$ cat config.mk
export PLATFORM = sky130hd
export DESIGN_NAME = traffic_light_ctrl
export DESIGN_NICKNAME = d
export VERILOG_FILES = /design/src/rtl/tl_pkg.sv /design/src/rtl/tl_phase_timer.sv /design/src/rtl/traffic_light_ctrl.sv
export SDC_FILE = /design/constraint.sdc
export NUM_CORES = 1
export LEC_CHECK = 0
export ABC_AREA = 1
export ABC_CLOCK_PERIOD_IN_PS = 8500
export BUFFER_PORTS_ARGS = -buffer_cell sky130_fd_sc_hd__buf_2
export CAP_MARGIN = 0
export CORE_MARGIN = 1
export CORE_UTILIZATION = 30
export CTS_BUF_LIST = sky130_fd_sc_hd__clkbuf_16
export DETAILED_ROUTE_END_ITERATION = 7
export PLACE_DENSITY = 0.51
export RECOVER_POWER = 25
export SETUP_SLACK_MARGIN = 0.4
export SYNTH_ARGS = -nofsm -noshare
export SYNTH_HDL_FRONTEND = slang
export SYNTH_HIERARCHICAL = 1
export SYNTH_SLANG_ARGS = --single-unit
$ cat constraint.sdc
create_clock -name clk -period 8.5 [get_ports clk]
set_input_delay 1.275 -clock clk [delete_from_list [all_inputs] [get_ports clk]]
set_output_delay 1.275 -clock clk [all_outputs]
set_load 0.03 [all_outputs]
$ cat src/rtl/tl_pkg.sv
// Shared types and constants for the two-road traffic light controller:
// state encoding, per-state lamp vectors and default timing values.
package tl_pkg;

  // Phase encoding exposed on the phase output.
  typedef enum logic [2:0] {
    A_GREEN  = 3'd0,
    A_YELLOW = 3'd1,
    ALLRED_1 = 3'd2,
    B_GREEN  = 3'd3,
    B_YELLOW = 3'd4,
    ALLRED_2 = 3'd5,
    PED_WALK = 3'd6,
    FLASH    = 3'd7
  } tl_state_e;

  // Lamp vector bit order: {ga, ya, ra, gb, yb, rb, walk}.
  typedef logic [6:0] lamp_t;

  localparam lamp_t LAMP_A_GREEN  = 7'b100_0010;
  localparam lamp_t LAMP_A_YELLOW = 7'b010_0010;
  localparam lamp_t LAMP_ALLRED   = 7'b001_0010;
  localparam lamp_t LAMP_B_GREEN  = 7'b001_1000;
  localparam lamp_t LAMP_B_YELLOW = 7'b001_0100;
  localparam lamp_t LAMP_PED_WALK = 7'b001_0011;
  localparam lamp_t LAMP_DARK     = 7'b000_0000;

  // Default timing, all in tick units.
  localparam int DEF_CNT_W     = 8;
  localparam int DEF_MIN_GREEN = 6;
  localparam int DEF_MAX_GREEN = 20;
  localparam int DEF_YELLOW_T  = 2;
  localparam int DEF_ALLRED_T  = 1;
  localparam int DEF_WALK_T    = 4;

  // Lamp pattern shown while in a given state; FLASH blinks both yellows.
  function automatic lamp_t lamp_of(input tl_state_e st, input logic blink);
    lamp_t v;
    case (st)
      A_GREEN:            v = LAMP_A_GREEN;
      A_YELLOW:           v = LAMP_A_YELLOW;
      ALLRED_1, ALLRED_2: v = LAMP_ALLRED;
      B_GREEN:            v = LAMP_B_GREEN;
      B_YELLOW:           v = LAMP_B_YELLOW;
      PED_WALK:           v = LAMP_PED_WALK;
      FLASH:              v = {1'b0, blink, 1'b0, 1'b0, blink, 1'b0, 1'b0};
      default:            v = LAMP_DARK;
    endcase
    return v;
  endfunction

endpackage

$ cat src/rtl/tl_phase_timer.sv
// Saturating tick counter for the current phase. Cleared synchronously on a
// phase change; done flags the last tick of a phase of length dur.
module tl_phase_timer #(
  parameter int CNT_W = 8
) (
  input  logic             clk,
  input  logic             reset,
  input  logic             clr,
  input  logic             tick,
  input  logic [CNT_W-1:0] dur,
  output logic [CNT_W-1:0] cnt,
  output logic             done
);

  localparam logic [CNT_W-1:0] CNT_MAX = {CNT_W{1'b1}};

  // cnt holds the number of ticks already served in this phase.
  assign done = (cnt == (dur - CNT_W'(1)));

  // Count ticks, hold at all-ones, restart at every phase change.
  always_ff @(posedge clk or negedge reset) begin
    if (!reset) begin
      cnt <= {CNT_W{1'b0}};
    end else if (clr) begin
      cnt <= {CNT_W{1'b0}};
    end else if (tick && (cnt != CNT_MAX)) begin
      cnt <= cnt + CNT_W'(1);
    end else begin
      cnt <= cnt;
    end
  end

endmodule

$ cat src/rtl/traffic_light_ctrl.sv
// Two-road intersection controller: main road A, side road B, min/max green,
// all-red clearance, latched pedestrian walk phase and flashing-yellow mode.
module traffic_light_ctrl
  import tl_pkg::*;
#(
  parameter int CNT_W     = DEF_CNT_W,
  parameter int MIN_GREEN = DEF_MIN_GREEN,
  parameter int MAX_GREEN = DEF_MAX_GREEN,
  parameter int YELLOW_T  = DEF_YELLOW_T,
  parameter int ALLRED_T  = DEF_ALLRED_T,
  parameter int WALK_T    = DEF_WALK_T
) (
  input  logic       clk,
  input  logic       reset,
  input  logic       tick,
  input  logic       sa,
  input  logic       sb,
  input  logic       ped_req,
  input  logic       flash_en,
  output logic       ga,
  output logic       ya,
  output logic       ra,
  output logic       gb,
  output logic       yb,
  output logic       rb,
  output logic       walk,
  output logic [2:0] phase
);

  if (MIN_GREEN < 1 || MAX_GREEN < MIN_GREEN || MAX_GREEN >= (2 ** CNT_W)) begin : g_bad_green
    $fatal(1, "traffic_light_ctrl: green limits out of range");
  end
  if (YELLOW_T < 1 || ALLRED_T < 1 || WALK_T < 1) begin : g_bad_dur
    $fatal(1, "traffic_light_ctrl: phase durations must be >= 1");
  end
  if (YELLOW_T >= (2 ** CNT_W) || ALLRED_T >= (2 ** CNT_W) || WALK_T >= (2 ** CNT_W)) begin : g_bad_width
    $fatal(1, "traffic_light_ctrl: phase duration does not fit the timer");
  end

  localparam logic [CNT_W-1:0] MIN_M1 = CNT_W'(MIN_GREEN - 1);
  localparam logic [CNT_W-1:0] MAX_M1 = CNT_W'(MAX_GREEN - 1);
  localparam logic [CNT_W-1:0] YEL_D  = CNT_W'(YELLOW_T);
  localparam logic [CNT_W-1:0] ARED_D = CNT_W'(ALLRED_T);
  localparam logic [CNT_W-1:0] WALK_D = CNT_W'(WALK_T);

  tl_state_e        state_r;
  tl_state_e        base_nxt_s;
  tl_state_e        state_nxt_s;
  logic             ped_pending_r;
  logic             ped_nxt_s;
  logic             blink_r;
  logic             blink_nxt_s;
  lamp_t            lamp_r;
  logic [CNT_W-1:0] cnt_s;
  logic [CNT_W-1:0] dur_s;
  logic             done_s;
  logic             clr_s;
  logic             min_ok_s;
  logic             max_ok_s;

  assign min_ok_s    = (cnt_s >= MIN_M1);
  assign max_ok_s    = (cnt_s >= MAX_M1);
  // Fault/night mode overrides everything and is not tick-gated.
  assign state_nxt_s = flash_en ? FLASH : base_nxt_s;
  assign clr_s       = (state_nxt_s != state_r);

  tl_phase_timer #(
    .CNT_W (CNT_W)
  ) u_timer (
    .clk   (clk),
    .reset (reset),
    .clr   (clr_s),
    .tick  (tick),
    .dur   (dur_s),
    .cnt   (cnt_s),
    .done  (done_s)
  );

  // Normal phase sequencing and the duration of the current fixed phase.
  always_comb begin
    base_nxt_s = state_r;
    dur_s      = YEL_D;
    case (state_r)
      A_GREEN: begin
        if (tick && min_ok_s && (sb || ped_pending_r) && (!sa || max_ok_s)) base_nxt_s = A_YELLOW;
        else base_nxt_s = A_GREEN;
      end
      A_YELLOW: begin
        dur_s = YEL_D;
        if (tick && done_s) base_nxt_s = ALLRED_1;
        else base_nxt_s = A_YELLOW;
      end
      ALLRED_1: begin
        dur_s = ARED_D;
        if (tick && done_s) base_nxt_s = B_GREEN;
        else base_nxt_s = ALLRED_1;
      end
      B_GREEN: begin
        if (tick && ((min_ok_s && (!sb || sa || ped_pending_r)) || max_ok_s)) base_nxt_s = B_YELLOW;
        else base_nxt_s = B_GREEN;
      end
      B_YELLOW: begin
        dur_s = YEL_D;
        if (tick && done_s) base_nxt_s = ALLRED_2;
        else base_nxt_s = B_YELLOW;
      end
      ALLRED_2: begin
        dur_s = ARED_D;
        if (tick && done_s) base_nxt_s = ped_pending_r ? PED_WALK : A_GREEN;
        else base_nxt_s = ALLRED_2;
      end
      PED_WALK: begin
        dur_s = WALK_D;
        if (tick && done_s) base_nxt_s = A_GREEN;
        else base_nxt_s = PED_WALK;
      end
      // Only taken when flash_en has dropped: clear the junction first.
      FLASH:   base_nxt_s = ALLRED_2;
      default: base_nxt_s = A_GREEN;
    endcase
  end

  // Pedestrian latch and flash blink phase for the next cycle.
  always_comb begin
    if ((state_nxt_s == PED_WALK) && (state_r != PED_WALK)) ped_nxt_s = 1'b0;
    else if (ped_req && (state_r != PED_WALK)) ped_nxt_s = 1'b1;
    else ped_nxt_s = ped_pending_r;

    if ((state_nxt_s != FLASH) || (state_r != FLASH)) blink_nxt_s = 1'b0;
    else if (tick) blink_nxt_s = !blink_r;
    else blink_nxt_s = blink_r;
  end

  // State, pedestrian latch, blink and lamp registers.
  always_ff @(posedge clk or negedge reset) begin
    if (!reset) begin
      state_r       <= A_GREEN;
      ped_pending_r <= 1'b0;
      blink_r       <= 1'b0;
      lamp_r        <= LAMP_A_GREEN;
    end else begin
      state_r       <= state_nxt_s;
      ped_pending_r <= ped_nxt_s;
      blink_r       <= blink_nxt_s;
      lamp_r        <= lamp_of(state_nxt_s, blink_nxt_s);
    end
  end

  assign {ga, ya, ra, gb, yb, rb, walk} = lamp_r;
  assign phase = state_r;

endmodule
==> summary.txt <==
Outcome
  – Status: complete, no violations

STA
  – Final setup vio count: 0
  – Final Max Slew Viols: 0
  – Fin crit share: 42.2%
  – Worst slew margin: 28.7%
  – Final setup TNS: 0 ns
  – Worst slew pin tran: about 1.1 ns
  – FMAX: 279 MHz
  – Crit path time final: between 3 and 4 ns
  – Final Hold Fails: 0
  – RSZ-0062 raised after global routing: false
  – Clock Skew: 0.00627 ns

Floorplanning
  – Initial Util: approximately a third
  – Die Area: ~5700 um2
  – Die width: 75.4 um
  – Cell row count: 26
  – Die Span Y: 75.4 um
  – Num ports: 17
  – Core Box Area: between 5000 and 6000 um2

Clocking
  – CTS clk-pin slew, worst paths: approximately 0.06 ns
  – Post-cts gate resize count: 0
  – Max Buffers Root-to-Sink: 2
  – CTS Buf Count: 3
  – CTS sink count: 20
  – CTS Hold Buffers Added: 0
  – Root Driver: clkbuf_16
  – CTS tree: built
  – Worst-Skew Late Latency: about 0.26 ns
  – H-tree depth: 1
  – # Post-CTS Setup Buffers: 0

GRT
  – Tot GR Track Use: 14.4%
  – First-pass GRT wire length: 6.20 mm
  – Vias in the first global route: 1389
  – Largest net degree at the start of global routing: 21
  – Initial antenna violation count: 0
  – GRT overflow: 0

Detailed routing
  – DRT antenna net count: 0
  – Starting DRT DRC Count: 63
  – Residual DRC: 0
  – DR pass1 iterations: 4
  – Routed WL: 3.78 mm
  – Vias: 1535
  – Routed length per instance: about 11 um
  – Vias per inst: 4.45

Flow run
  – Max_cap viols: 0

Worst setup path
  – Worst Path Required: between 8 and 9 ns
  – CP Launch Type: flop
  – Slowest cell on crit path: dfrtp_1
  – Crit path DAT: approximately 3.7 ns
  – CP max stage delay: 0.52 ns
  – Endpoint class of the critical path: flop
  – Most used cell, CP: nand2_1
  – Critical path class: flop to flop
  – Crit-path max FO: 8

Synthesis
  – Area share of fa/ha/maj cells after synthesis: 1.55%
  – Largest family of logic cells by synthesized area: simple AND/OR/NAND/NOR gates
  – Synth top area share: 27.9%
  – Cell area after synthesis: between 1500 and 2000 um2
  – Compound-Gate Fraction of Synth Area: 6.20%
  – Multiplexer share of the synthesized area: 0%
  – Sequential area share after synthesis: just over 30%
  – Flip-flop and latch count after synthesis: 20
  – Post-Syn Instances: 242
  – Syn avg cell area: 6.67 um2
  – Synth top area cells: dfrtp_1, nand2_1, inv_1
  – Post-synthesis simple-gate area fraction: 48.1%
  – Yosys cell types: 33
  – Synth warn: 6
  – Synth Area in XOR/XNOR: 2.71%
  – Post-synth top area cell: dfrtp_1

Layout
  – Ant. Diodes: 0
  – Area delta synth->final: 19.8%
  – Share of cells above drive strength 1: 18.2%
  – Final core occ: 37.6%
  – Most frequent cells in the layout: nand2_1, inv_1, nor2_1, nand3_1, dfrtp_1
  – Most common cell after layout, fill and taps aside: nand2_1
  – Design area: just under 2000 um2
  – Nets: 285

Pwr
  – Comb power frac: 53.8%
  – Sequential power share: 23.9%
  – Clock share of power: 22.2%
  – Sw Share: between 40% and 50%
  – P_sw: 0.000283 W
  – LEAKAGE: 1.02 nW
  – P_int: 0.000308 W
  – Worst vdd ir: around 0.11 mV
  – PD cells: approximately 310 nW/um2

Place
  – IO buf count: 16
  – Dpl hpwl: about 3 mm
  – Final Wtd Congestion: 0.884
  – Area post-placement: 1830 um2

Min path
  – Hold Crit Class: flop to flop
==> synthesized netlist by cell type, drive strengths merged <==
cell,count
dfstp,2
dfrtp,18
ha,2
nand3b,1
xor2,5
and2,2
o211ai,1
clkinv,1
inv,41
o21a,1
nand3,32
nor3,6
nor3b,1
a21oi,5
nand2,78
conb,1
o21ai,9
nor2,31
nand4,5
==> cells by family after synthesis <==
group / count (synthesis)
other: 1
DFF: 20
adders and majority gates: 2
xor gates and xnor gates: 5
and+or+nand+nor: 156
AOI/OAI and AO/OA: 16
buffers and inverters: 42
==> flip-flops by register name (all words and copies together) (netlist names) <==
| name | count |
|---|---|
| u_timer/cnt | 8 |
| lamp_r | 7 |
| phase | 3 |
| blink_r | 1 |
| ped_pending_r | 1 |
==> layout make-up <==
| class | instances | area (um2) |
|---|---|---|
| multi-input combinational | 193 | 997 |
| timing repair buffer | 16 | 78.8 |
| inverter | 42 | 163 |
| sequential | 20 | 503 |
| fill | 569 | 3210 |
| clock buffer | 3 | 75.1 |
| tap | 70 | 87.6 |
| clock inverter | 1 | 30.0 |
==> per-layer routing <==
metal	global-route usage (%)	vias to the layer above	wire [um]
met3	1.19	4	93
li1	-	808	-
met5	0	-	0
met1	20.5	692	1930
met2	23.4	31	1720
met4	4.12	0	36
==> critical path: cells and delay by family, from the launching register on <==
| family | cells | cell delay, ns |
|---|---|---|
| DFF | 1 | 0.52 |
| and+or+nand+nor | 18 | 1.99 |
| buffers and inverters | 5 | 0.60 |
| adders and majority gates | 1 | 0.22 |
| AOI/OAI and AO/OA | 2 | 0.13 |
==> stage by stage <==
stage | hold slack [ns] | cells | power [W] | setup slack (ns)
2_1_floorplan | 0.544 | 255 | 0.000387 | 5.30
3_5_place_dp | 0.576 | 341 | 0.000457 | 4.95
4_1_cts | 0.585 | 345 | 0.000593 | 4.90
3_3_place_gp | 0.575 | 341 | 0.000460 | 4.90
6_report | 0.573 | 345 | 0.000592 | 4.92
5_1_grt | 0.610 | 345 | 0.000642 | 4.48
==> power groups by stage <==
stage                     clock network, W  registers (W)  logic (W)
after detailed placement                 0       0.000143   0.000314
after global placement                   0       0.000143   0.000317
after floorplan                          0       0.000173   0.000214
final                             0.000132       0.000142   0.000319
after global routing              0.000136       0.000146   0.000360
after CTS                         0.000133       0.000142   0.000317
==> path summary, 6_finish.rpt <==
path	end	startpoint	slack (ns)	cells after the start
max in group asynchronous	u_timer/cnt[7]	reset	6.66	1
min in group asynchronous	ped_pending_r	reset	1.19	1
setup / recovery	u_timer/cnt[4]	phase[2]	4.92	26
setup reg to reg	u_timer/cnt[4]	phase[2]	4.92	26
hold / removal	blink_r	blink_r	0.57	3
hold reg to reg	blink_r	blink_r	0.57	3
Power figures use the tool's default switching activity.
